<file path="src/rtl/seq_mult_pkg.sv">
`default_nettype none
// ============================================================================
// Module   : seq_mult_pkg
// Purpose  : Shared types and helpers for the sequential shift-and-add
//            multiplier (controller state encoding, step counter sizing).
// Revision : 1.0 - initial release
// ============================================================================
package seq_mult_pkg;

  // Controller states. The encoding 2'b11 is unused and recovers to IDLE.
  typedef enum logic [1:0] {
    IDLE = 2'd0,
    CALC = 2'd1,
    DONE = 2'd2
  } mult_state_t;

  localparam int DEFAULT_WIDTH = 4;

  // The step counter needs to hold values up to WIDTH-1 without wrapping.
  // One extra bit beyond $clog2 keeps headroom for any WIDTH.
  function automatic int step_width(input int width);
    return $clog2(width) + 1;
  endfunction

endpackage : seq_mult_pkg
`default_nettype wire

</file>
<file path="src/rtl/seq_mult_fsm.sv">
`default_nettype none
// ============================================================================
// Module   : seq_mult_fsm
// Purpose  : Control sequencer for the shift-and-add multiplier.
// Ports    : clock      - system clock
//            reset_L    - asynchronous active-low reset
//            start      - operation request (honoured only in IDLE)
//            last_step  - datapath is on its final iteration
//            ready      - high in IDLE
//            done       - high for the single DONE cycle
//            load       - load operands / clear accumulator and step
//            shift_en   - perform one add-and-shift iteration
// Revision : 1.0 - initial release
// ============================================================================
module seq_mult_fsm
  import seq_mult_pkg::*;
(
  input  logic clock,
  input  logic reset_L,
  input  logic start,
  input  logic last_step,
  output logic ready,
  output logic done,
  output logic load,
  output logic shift_en
);

  mult_state_t r_state;
  mult_state_t w_next_state;

  always_ff @(posedge clock or negedge reset_L) begin
    if (!reset_L) begin
      r_state <= IDLE;
    end else begin
      r_state <= w_next_state;
    end
  end

  // ready and done decode the state register only, so they have no
  // combinational path from start. load does depend on start, but it
  // only feeds internal register enables.
  always_comb begin
    w_next_state = IDLE;
    ready        = 1'b0;
    done         = 1'b0;
    load         = 1'b0;
    shift_en     = 1'b0;
    case (r_state)
      IDLE: begin
        ready = 1'b1;
        if (start) begin
          load         = 1'b1;
          w_next_state = CALC;
        end else begin
          w_next_state = IDLE;
        end
      end
      CALC: begin
        shift_en     = 1'b1;
        w_next_state = last_step ? DONE : CALC;
      end
      DONE: begin
        done         = 1'b1;
        w_next_state = IDLE;
      end
      default: begin
        w_next_state = IDLE;
      end
    endcase
  end

endmodule : seq_mult_fsm
`default_nettype wire

</file>
<file path="src/rtl/seq_mult_lib.sv">
`default_nettype none
// ============================================================================
// Module   : seq_mult_adder / seq_mult_counter
// Purpose  : Datapath building blocks used by seq_multiplier.
//   seq_mult_adder   : WIDTH-bit ripple adder with carry-in and carry-out.
//     i_a, i_b [WIDTH-1:0] operands, i_cin carry-in,
//     o_sum [WIDTH-1:0] sum, o_cout carry-out.
//   seq_mult_counter : up-counter with synchronous clear and enable.
//     clock, reset_L (async, active-low), i_clear, i_en,
//     o_count [WIDTH-1:0].
// Revision : 1.0 - initial release
// ============================================================================
module seq_mult_adder #(
  parameter int WIDTH = 4
) (
  input  logic [WIDTH-1:0] i_a,
  input  logic [WIDTH-1:0] i_b,
  input  logic             i_cin,
  output logic [WIDTH-1:0] o_sum,
  output logic             o_cout
);

  // Extend every term to WIDTH+1 bits so the carry-out is never lost.
  assign {o_cout, o_sum} = {1'b0, i_a} + {1'b0, i_b} + {{WIDTH{1'b0}}, i_cin};

endmodule : seq_mult_adder

module seq_mult_counter #(
  parameter int WIDTH = 3
) (
  input  logic             clock,
  input  logic             reset_L,
  input  logic             i_clear,
  input  logic             i_en,
  output logic [WIDTH-1:0] o_count
);

  logic [WIDTH-1:0] r_count;

  // Clear has priority so a new operation always starts from zero.
  always_ff @(posedge clock or negedge reset_L) begin
    if (!reset_L) begin
      r_count <= '0;
    end else if (i_clear) begin
      r_count <= '0;
    end else if (i_en) begin
      r_count <= r_count + 1'b1;
    end
  end

  assign o_count = r_count;

endmodule : seq_mult_counter
`default_nettype wire

</file>
<file path="src/rtl/seq_multiplier.sv">
`default_nettype none
// ============================================================================
// Module   : seq_multiplier
// Purpose  : Unsigned shift-and-add multiplier producing a 2*WIDTH-bit
//            product over WIDTH iterations using one adder.
// Ports    : clock   - system clock
//            reset_L - asynchronous active-low reset
//            start   - request, accepted on a rising edge while ready=1
//            A, B    - multiplicand / multiplier, sampled when accepted
//            ready   - high while idle
//            done    - one-cycle pulse when P becomes valid
//            P       - product, held until overwritten by the next result
// Revision : 1.0 - initial release
// ============================================================================
module seq_multiplier
  import seq_mult_pkg::*;
#(
  parameter int WIDTH = DEFAULT_WIDTH
) (
  input  logic               clock,
  input  logic               reset_L,
  input  logic               start,
  input  logic [WIDTH-1:0]   A,
  input  logic [WIDTH-1:0]   B,
  output logic               ready,
  output logic               done,
  output logic [2*WIDTH-1:0] P
);

  localparam int STEP_W = step_width(WIDTH);
  localparam logic [STEP_W-1:0] C_LAST_STEP = STEP_W'(WIDTH - 1);

  logic [WIDTH-1:0]   r_acc;
  logic [WIDTH-1:0]   r_mplr;
  logic [WIDTH-1:0]   r_mcand;
  logic [2*WIDTH-1:0] r_p;

  logic [STEP_W-1:0]  w_step;
  logic               w_last_step;
  logic               w_load;
  logic               w_shift_en;
  logic [WIDTH-1:0]   w_addend;
  logic [WIDTH-1:0]   w_sum;
  logic               w_carry;
  logic [WIDTH-1:0]   w_next_acc;
  logic [WIDTH-1:0]   w_next_mplr;

  seq_mult_fsm u_fsm (
    .clock     (clock),
    .reset_L   (reset_L),
    .start     (start),
    .last_step (w_last_step),
    .ready     (ready),
    .done      (done),
    .load      (w_load),
    .shift_en  (w_shift_en)
  );

  seq_mult_counter #(
    .WIDTH (STEP_W)
  ) u_step (
    .clock   (clock),
    .reset_L (reset_L),
    .i_clear (w_load),
    .i_en    (w_shift_en),
    .o_count (w_step)
  );

  assign w_last_step = (w_step == C_LAST_STEP);

  // Add the multiplicand only when the current multiplier LSB is set.
  assign w_addend = r_mplr[0] ? r_mcand : '0;

  seq_mult_adder #(
    .WIDTH (WIDTH)
  ) u_adder (
    .i_a    (r_acc),
    .i_b    (w_addend),
    .i_cin  (1'b0),
    .o_sum  (w_sum),
    .o_cout (w_carry)
  );

  // {carry, sum, mplr} shifted right by one: the carry becomes the new
  // accumulator MSB and the sum LSB moves into the multiplier register,
  // whose consumed LSB falls off the end.
  assign w_next_acc  = {w_carry, w_sum[WIDTH-1:1]};
  assign w_next_mplr = {w_sum[0], r_mplr[WIDTH-1:1]};

  always_ff @(posedge clock or negedge reset_L) begin
    if (!reset_L) begin
      r_acc   <= '0;
      r_mplr  <= '0;
      r_mcand <= '0;
    end else if (w_load) begin
      r_acc   <= '0;
      r_mplr  <= B;
      r_mcand <= A;
    end else if (w_shift_en) begin
      r_acc   <= w_next_acc;
      r_mplr  <= w_next_mplr;
    end
  end

  // The product is captured on the same edge as the final iteration so
  // that it is valid during the DONE cycle.
  always_ff @(posedge clock or negedge reset_L) begin
    if (!reset_L) begin
      r_p <= '0;
    end else if (w_shift_en && w_last_step) begin
      r_p <= {w_next_acc, w_next_mplr};
    end
  end

  assign P = r_p;

endmodule : seq_multiplier
`default_nettype wire

</file>
<file path="config.mk">
export PLATFORM = sky130hd
export DESIGN_NAME = seq_multiplier
export DESIGN_NICKNAME = d
export VERILOG_FILES = /design/src/rtl/seq_mult_pkg.sv /design/src/rtl/seq_mult_fsm.sv /design/src/rtl/seq_mult_lib.sv /design/src/rtl/seq_multiplier.sv
export SDC_FILE = /design/constraint.sdc
export NUM_CORES = 1
export LEC_CHECK = 0
export CORE_MARGIN = 3
export CORE_UTILIZATION = 55
export DETAILED_ROUTE_END_ITERATION = 6
export PLACE_DENSITY_LB_ADDON = 0.08
export SYNTH_ARGS = -nofsm -noshare
export SYNTH_HDL_FRONTEND = slang
export SYNTH_SLANG_ARGS = --single-unit
</file>
<file path="constraint.sdc">
create_clock -name clock -period 3.1 [get_ports clock]
set_input_delay 0.62 -clock clock [delete_from_list [all_inputs] [get_ports clock]]
set_output_delay 0.62 -clock clock [all_outputs]
set_load 0.01 [all_outputs]
</file>
Word-level counts from Yosys, hierarchy flattened
Cells that the tools add are included.
{ "totals": {"ff_bits": 25, "inputBits": 11, "out_inout_bits": 10, "wordCells": 29} }
{ "op_classes": {"addsub": 2, "n_eq_ne": 3, "n_mux": 15, "reduce_logical": 3} }
{ "op_table": {"columns": ["operator", "n"], "rows": [
  ["2-to-1 mux 4 bit", 5],
  ["2-to-1 mux 1 bit", 6],
  ["2-to-1 mux 3 bit", 2],
  ["adder 4 x 4 -> 5 bit", 1],
  ["one-hot mux 2 bit (2 select lines)", 1],
  ["adder 3 x 1 -> 3 bit, second input constant", 1],
  ["== test 3 x 2 -> 1 bit, second input constant", 1],
  ["== test 2 x 1 -> 1 bit, second input constant", 1],
  ["== test 2 bit, second input constant", 1],
  ["logical NOT 2 bit", 1],
  ["2-to-1 mux 2 bit", 1],
  ["nonzero test 2 bit", 1],
  ["logical AND 1 bit", 1]
]} }

Depth between registers and ports, before layout
Gate-level depths: netlist (run 1).
{ "depth": {"ltp_word": 4, "mapped_depth": 8, "mapped_depth_nobuf": 8} }

By module
From an unflattened synthesis (run 1), not the netlist that was laid out.
{ "unflattened": {"cells_unflattened": 99, "hier_area_um2": 1226.2} }
{ "modules_own_cells": {"columns": ["module", "instances", "cells_per_inst", "area_each_um2", "seq_area_each_um2"], "rows": [
  ["seq_multiplier", 1, 63, 845.8, 500.5],
  ["seq_mult_adder", 1, 16, 143.9, 0.0],
  ["seq_mult_counter", 1, 11, 136.4, 75.1],
  ["seq_mult_fsm", 1, 9, 100.1, 50.0]
]} }

Worst setup path before layout (run 1)
No wires, ideal clock.
{ "synth_path": {"kind": "reg2reg", "start": "register r_mplr[0]", "end": "register r_acc[3]", "setup_time_ns": 0.128, "t_arrival_ns": 1.377, "t_required_ns": 2.972, "path_slack_ns": 1.595, "stages_incl_launch_ff": 9, "n_path_buf": 0, "period_less_slack_ns": 1.505, "path_cell_list": "dfrtp_1 and2_1 ha_1 inv_1 fa_1 inv_1 a21o_1 a21oi_1 o21ai_0"} }
{ "synth_via": {"elab_chain_cells": 4} }
{ "synth_lines": {"columns": ["item", "line", "text"], "rows": [
  ["start, declared", "seq_multiplier.sv:34", "logic [WIDTH-1:0] r_mplr;"],
  ["start signal, assigned", "seq_multiplier.sv:101", "r_mplr <= w_next_mplr;"],
  ["2-to-1 mux 4 bit", "seq_multiplier.sv:72", "assign w_addend = r_mplr[0] ? r_mcand : '0;"],
  ["adder 4 x 4 -> 5 bit", "seq_mult_lib.sv:24", "assign {o_cout, o_sum} = {1'b0, i_a} + {1'b0, i_b} + {{WIDTH{1'b0}}, i_cin};"],
  ["2-to-1 mux 4 bit", "seq_multiplier.sv:99", "end else if (w_shift_en) begin"],
  ["2-to-1 mux 4 bit", "seq_multiplier.sv:95", "end else if (w_load) begin"],
  ["end signal, assigned", "seq_multiplier.sv:100", "r_acc <= w_next_acc;"],
  ["end, declared", "seq_multiplier.sv:33", "logic [WIDTH-1:0] r_acc;"]
]} }
Every way passes these cells. The select of a mux whose other input is x is not followed.
A chain may end at the register's enable or synchronous reset.

Final worst setup path (run 1)
{ "layout_path": {"start": "register u_fsm.r_state[1]", "end": "output done"} }
{ "layout_via": {"elab_chain_cells": 2} }
{ "layout_lines": {"columns": ["item", "line", "text"], "rows": [
  ["start, declared", "seq_mult_fsm.sv:28", "mult_state_t r_state;"],
  ["start signal, assigned", "seq_mult_fsm.sv:35", "r_state <= w_next_state;"],
  ["== test 2 bit", "seq_mult_fsm.sv:48", "case (r_state)"],
  ["2-to-1 mux 1 bit", "seq_mult_fsm.sv:48", null],
  ["end, declared", "seq_multiplier.sv:26", "output logic done,"]
]} }
Every way passes these cells.

==> results.json, run 1 <==
{
  "final.min_clock_period_ps": 2263,
  "worst_pin_slew_ps": 396.0,
  "cts_root_buffer": "clkbuf_4",
  "preCtsSetupSlack_ps": 948.3,
  "via_per_inst": 5.338,
  "synth_cell_type_count": 25,
  "cts_resized": 0,
  "ys_ff_latch": 25,
  "setup_violations": 0,
  "internal-power_w": 0.0007937,
  "drt_iter0_markers": 9,
  "start_util": 0.5963,
  "drtAntennaViolNets": 0,
  "port_buffers": 20,
  "gp_congestion": 0.7958,
  "ys_seq_area_frac": 0.5241,
  "rsz0062_at_grt": "no",
  "fin_nets": 146,
  "p_per_area_nw_per_um2": 865.1,
  "h-tree-depth": 1,
  "layout_commonest_cell": "dfrtp_1",
  "fin_cells": 154,
  "skew_ps": 6.541,
  "synth.avg_cell_area_um2": 11.37,
  "leakagePower_nw": 0.6920,
  "path_clk_slew_ps": 140,
  "synth_area_um2": 1194,
  "pwr-share-clk": 0.117,
  "ioPinCount": 21,
  "max_cap_violations": 0,
  "cts_tree": "yes",
  "coreArea_um2": 2002,
  "worstPathRequired_ps": 2480,
  "dr_total_vias": 822,
  "max_freq_mhz": 441.9,
  "worst_slack_ps": 837.1,
  "syn_nets": 123,
  "grt_overflow": 0,
  "die_x_um": 52.59,
  "drt_pass1_iterations": 4,
  "wl_per_cell_um": 13.75,
  "yosys_warnings": 0,
  "p_comb_frac": 0.429,
  "cp-end-kind": "primary output",
  "maxSlewHeadroom": 0.7358,
  "p_sw_w": 0.0004479,
  "slew_violations": 0,
  "grt_pass1_vias": 805,
  "rows": 16,
  "insertion_delay_ps": 320,
  "power_frac_seq": 0.454,
  "n_fill_cell": 162,
  "grt_pass1_wl_um": 3553,
  "hold_viol": 0,
  "final_cell_mix": "dfrtp_1, clkdlybuf4s50_1, o21ai_0, nand2_1",
  "drive_above_1_share": 0.1339,
  "hpwlAfterDp_um": 1617,
  "antenna_found_initial": 0,
  "worstSetupPathType": "register to primary output",
  "syn_inst": 105,
  "cts_buffers": 3,
  "grt_max_degree": 26,
  "cp.arrival_ps": 1640,
  "tns_ps": 0,
  "dieHeight_um": 52.59,
  "diodes": 0,
  "hold_class": "register to register",
  "cts_sinks": 25,
  "irDropWorstVdd_uv": 613.2,
  "outcome": "completed",
  "post-route-period-util": 0.7300,
  "grt_util_all_layers": 0.1834,
  "netSwitchingFraction": 0.3608,
  "clockBufferDepth": 2,
  "drc": 0,
  "start_kind": "register",
  "post_cts_buffers": 0,
  "worstPathMaxFanout": 10,
  "cts_hold_buf": 0,
  "dp_cells": 150,
  "syn2layout_area_growth_pct": 20.23,
  "dieArea_um2": 2765,
  "routed_wl_um": 2117
}
sequential cells by signal (all words and copies together), names as in the netlist:
register,count
r_mplr,4
u_fsm.r_state,2
u_step.o_count,3
P,8
r_mcand,4
r_acc,4
critical path, stage by stage (launching register included):
cell             delay (ps)
dfrtp_1                 570
nor2b_1                 210
clkdlybuf4s50_1         550
cells by family after synthesis:
| logic type | count (synthesis) | synth area share |
|---|---|---|
| AOI/OAI and AO/OA | 28 | 0.1363 |
| xor gates and xnor gates | 2 | 0.01468 |
| adders and majority gates | 7 | 0.07966 |
| buffers and inverters | 9 | 0.04192 |
| DFF | 25 | 0.5241 |
| muxes | 8 | 0.07862 |
| and+or+nand+nor | 26 | 0.1247 |
per-layer routing:
layer	share of wire	routed length, µm	GRT usage	vias up
met3	0.030	64	0.03419	5
li1	-	-	-	403
met2	0.49	1031	0.3017	13
met5	0	0	0	-
met4	0.021	44	0.08936	0
met1	0.46	977	0.2296	401
cells in the mapped netlist:
| library cell | count | area (µm²) |
|---|---|---|
| nor2b_4 | 1 | 13.76 |
| nor2_1 | 1 | 3.750 |
| dfrtp_1 | 25 | 625.6 |
| mux2_2 | 7 | 78.83 |
| nor2b_2 | 1 | 8.760 |
| a22o_1 | 1 | 8.760 |
| and2_1 | 3 | 18.77 |
| mux2_4 | 1 | 15.01 |
| and3b_1 | 1 | 8.760 |
| a22oi_1 | 3 | 22.52 |
| ha_1 | 6 | 75.07 |
| a21oi_1 | 7 | 35.03 |
| o21ai_0 | 14 | 70.07 |
| nand2b_1 | 1 | 6.260 |
| nand2_1 | 12 | 45.04 |
| xor2_1 | 2 | 17.52 |
| nor2b_1 | 4 | 25.02 |
| buf_2 | 1 | 5.000 |
| nand2_4 | 1 | 11.26 |
| and2b_1 | 1 | 7.510 |
| fa_1 | 1 | 20.02 |
| buf_6 | 2 | 22.52 |
| o21bai_2 | 1 | 11.26 |
| a21o_1 | 2 | 15.01 |
| inv_1 | 6 | 22.52 |
worst paths after layout:
kind,startpoint,end,slack (ps),cells past startpoint
hold reg to reg,P[5],P[5],500,2
max in group asynchronous,reset_L,P[0],2220,2
hold / removal,P[5],P[5],500,2
min in group asynchronous,reset_L,r_acc[1],640,2
setup reg to reg,r_mplr[0],P[7],1400,8
setup / recovery,u_fsm.r_state[1],done,840,2
layout make-up:
type | count | area, µm² | share of cell area
well taps | 27 | 33.78 | 0.02354
multi-input cells | 71 | 518.0 | 0.3609
flip-flops and latches | 25 | 625.6 | 0.4359
inverters | 6 | 22.52 | 0.01569
clock inverters | 1 | 5.005 | 0.003487
clock buffers | 3 | 22.52 | 0.01569
repair buffers | 21 | 207.7 | 0.1447
power groups by stage:
stage,registers [W],clock network [W],logic (W)
2_1_floorplan,0.000547,0,0.000369
3_3_place_gp,0.000565,0,0.000518
3_5_place_dp,0.000572,0,0.000534
4_1_cts,0.000563,0.000148,0.000538
5_1_grt,0.000585,0.000162,0.000595
6_report,0.000564,0.000145,0.000533
through the flow:
stage / cell area [µm²] / util / total power (W) / hold WS (ps)
6_report: 1435 / 0.7169 / 0.001242 / 495.2
5_1_grt: 1435 / 0.7169 / 0.001342 / 518.9
4_1_cts: 1435 / 0.7169 / 0.001249 / 501.2
3_5_place_dp: 1408 / 0.7031 / 0.001106 / 470.0
3_3_place_gp: 1408 / 0.7031 / 0.001083 / 461.5
2_1_floorplan: 1194 / - / 0.0009160 / 324.4
Note: power is estimated with default switching activity, not from simulation.
==> run 2, diff against run 1 <==
--- a/config.mk
+++ b/config.mk
@@ -6,7 +6,7 @@
 export NUM_CORES = 1
 export LEC_CHECK = 0
 export CORE_MARGIN = 3
-export CORE_UTILIZATION = 55
+export CORE_UTILIZATION = 46
 export DETAILED_ROUTE_END_ITERATION = 6
 export PLACE_DENSITY_LB_ADDON = 0.08
 export SYNTH_ARGS = -nofsm -noshare
==> constraint.sdc (replaced) <==
create_clock -name clock -period 1.95 [get_ports clock]
set_input_delay 0.39 -clock clock [delete_from_list [all_inputs] [get_ports clock]]
set_output_delay 0.39 -clock clock [all_outputs]
set_load 0.01 [all_outputs]
==> results.json, run 2 (synthesis results as in run 1) <==
{
  "outcome": "completed",
  "die_x_um": 56.94,
  "n_fill_cell": 200,
  "cts_tree": "yes",
  "drc": 0,
  "crit_chain": "nor2b_1 -> clkdlybuf4s50_1",
  "cts_sinks": 25,
  "skew_ps": 11.21,
  "multi_input_area_um2": 518.0,
  "drive_above_1_share": 0.1667,
  "final_area_um2": 1474,
  "p_sw_w": 0.0007009,
  "dr_total_vias": 841,
  "diodes": 0,
  "hold_viol": 0,
  "p_per_area_nw_per_um2": 1359,
  "max_cap_violations": 0,
  "setup_violations": 0,
  "dieHeight_um": 56.94,
  "cts_hold_buf": 0,
  "preCtsSetupSlack_ps": 217.7,
  "slew_violations": 0,
  "clockBufferDepth": 2,
  "insertion_delay_ps": 310,
  "final.min_clock_period_ps": 1833,
  "netSwitchingFraction": 0.3500,
  "port_buffers": 20,
  "worst_slack_ps": 117.1,
  "grt_util_all_layers": 0.1490,
  "cp-end-kind": "primary output",
  "routed_wl_um": 2143,
  "slowest_stage": "clkdlybuf4s50_1",
  "internal-power_w": 0.001302,
  "rows": 17,
  "drt_pass1_iterations": 4,
  "worstSetupPathType": "register to primary output",
  "fin_nets": 151,
  "post-route-period-util": 0.9399,
  "coreArea_um2": 2340,
  "tns_ps": 0,
  "path_clk_slew_ps": 130,
  "dpl_cell_area_um2": 1431,
  "drtAntennaViolNets": 0,
  "worstPathRequired_ps": 1560,
  "leakagePower_nw": 0.7126,
  "final_cell_mix": "dfrtp_1, clkdlybuf4s50_1, o21ai_0, nand2_1",
  "grt_pass1_vias": 891,
  "critPathMaxStageDelay_ps": 550,
  "worstPathMaxFanout": 6,
  "max_freq_mhz": 545.6,
  "maxSlewHeadroom": 0.7313,
  "ioPinCount": 21,
  "grt_max_degree": 26,
  "dieArea_um2": 3242,
  "irDropWorstVdd_uv": 836.7,
  "syn2layout_area_growth_pct": 23.48,
  "seq_area_um2": 626.9,
  "h-tree-depth": 1,
  "drt_iter0_markers": 7,
  "hold_class": "input pin to asynchronous set/reset pin",
  "largest_reg_flops": 8,
  "start_util": 0.5102,
  "hpwlAfterDp_um": 1596,
  "start_kind": "register",
  "pwr-share-clk": 0.111,
  "wl_per_cell_um": 13.39,
  "cp.arrival_ps": 1440,
  "grt_pass1_wl_um": 3822,
  "power_frac_seq": 0.433,
  "via_per_inst": 5.256,
  "cts_root_buffer": "clkbuf_4",
  "cp_top_family": "buffers and inverters",
  "grt_overflow": 0,
  "antenna_found_initial": 0,
  "cts_buffers": 3,
  "layout_commonest_cell": "dfrtp_1",
  "p_comb_frac": 0.456,
  "path_buf_inv": 1,
  "gp_congestion": 0.7704,
  "worst_pin_slew_ps": 402.8,
  "rsz0062_at_grt": "no"
}
==> run 2: changes by cell type in the layout (fill, tap and decap cells not counted) <==
cell,before,now
buf_4,1,6
clkbuf_1,0,1
dfrtp_1,25,24
clkinv_2,1,0
dfrtp_2,0,1
==> run 2: path summary, 6_finish.rpt <==
| check | startpoint | endpoint | slack [ps] | depth (start not counted) |
|---|---|---|---|---|
| hold reg to reg | u_step.o_count[2] | u_step.o_count[2] | 500 | 2 |
| min in group clock | u_step.o_count[2] | u_step.o_count[2] | 500 | 2 |
| hold / removal | reset_L | P[4] | 410 | 2 |
| setup reg to reg | r_mplr[0] | r_acc[3] | 300 | 8 |
| setup / recovery | u_fsm.r_state[0] | done | 120 | 2 |
| max in group asynchronous | reset_L | u_fsm.r_state[0] | 1270 | 2 |
==> run 2: per-stage QoR <==
step	utilization	power [W]	hold WS (ps)	cells
2_1_floorplan	-	0.001456	94.41	105
5_1_grt	0.6299	0.002181	429.6	160
3_5_place_dp	0.6118	0.001781	471.1	154
6_report	0.6299	0.002003	414.9	160
4_1_cts	0.6230	0.002010	428.4	158
3_3_place_gp	0.6118	0.001746	461.4	154
==> run 2: area by class of cell <==
| cell class | instances | share of cell area |
|---|---|---|
| multi-input cells | 71 | 0.3514 |
| inverters | 6 | 0.01528 |
| clock buffers | 4 | 0.01783 |
| repair buffers | 26 | 0.1664 |
| well taps | 28 | 0.02377 |
| flip-flops and latches | 25 | 0.4253 |
==> run 2: metal layers <==
metal,wire [µm],global-route usage,up-vias
li1,-,-,412
met1,983,0.1860,410
met2,1055,0.2577,15
met3,79,0.02715,4
met4,24,0.05298,0
met5,0,0,-
==> run 2: power by group through the flow <==
stage / logic [W] / clock network (W) / registers [W]
6_report: 0.000913 / 0.000222 / 0.000867
5_1_grt: 0.00102 / 0.000254 / 0.000904
4_1_cts: 0.000896 / 0.000234 / 0.000880
3_5_place_dp: 0.000890 / 0 / 0.000892
3_3_place_gp: 0.000860 / 0 / 0.000885
2_1_floorplan: 0.000587 / 0 / 0.000869
==> run 2: what timing repair did <==
action                                  4_1_cts  5_1_grt
resized for setup                             0        1
buffers inserted                              0        2
endpoints found under the setup margin        0        2
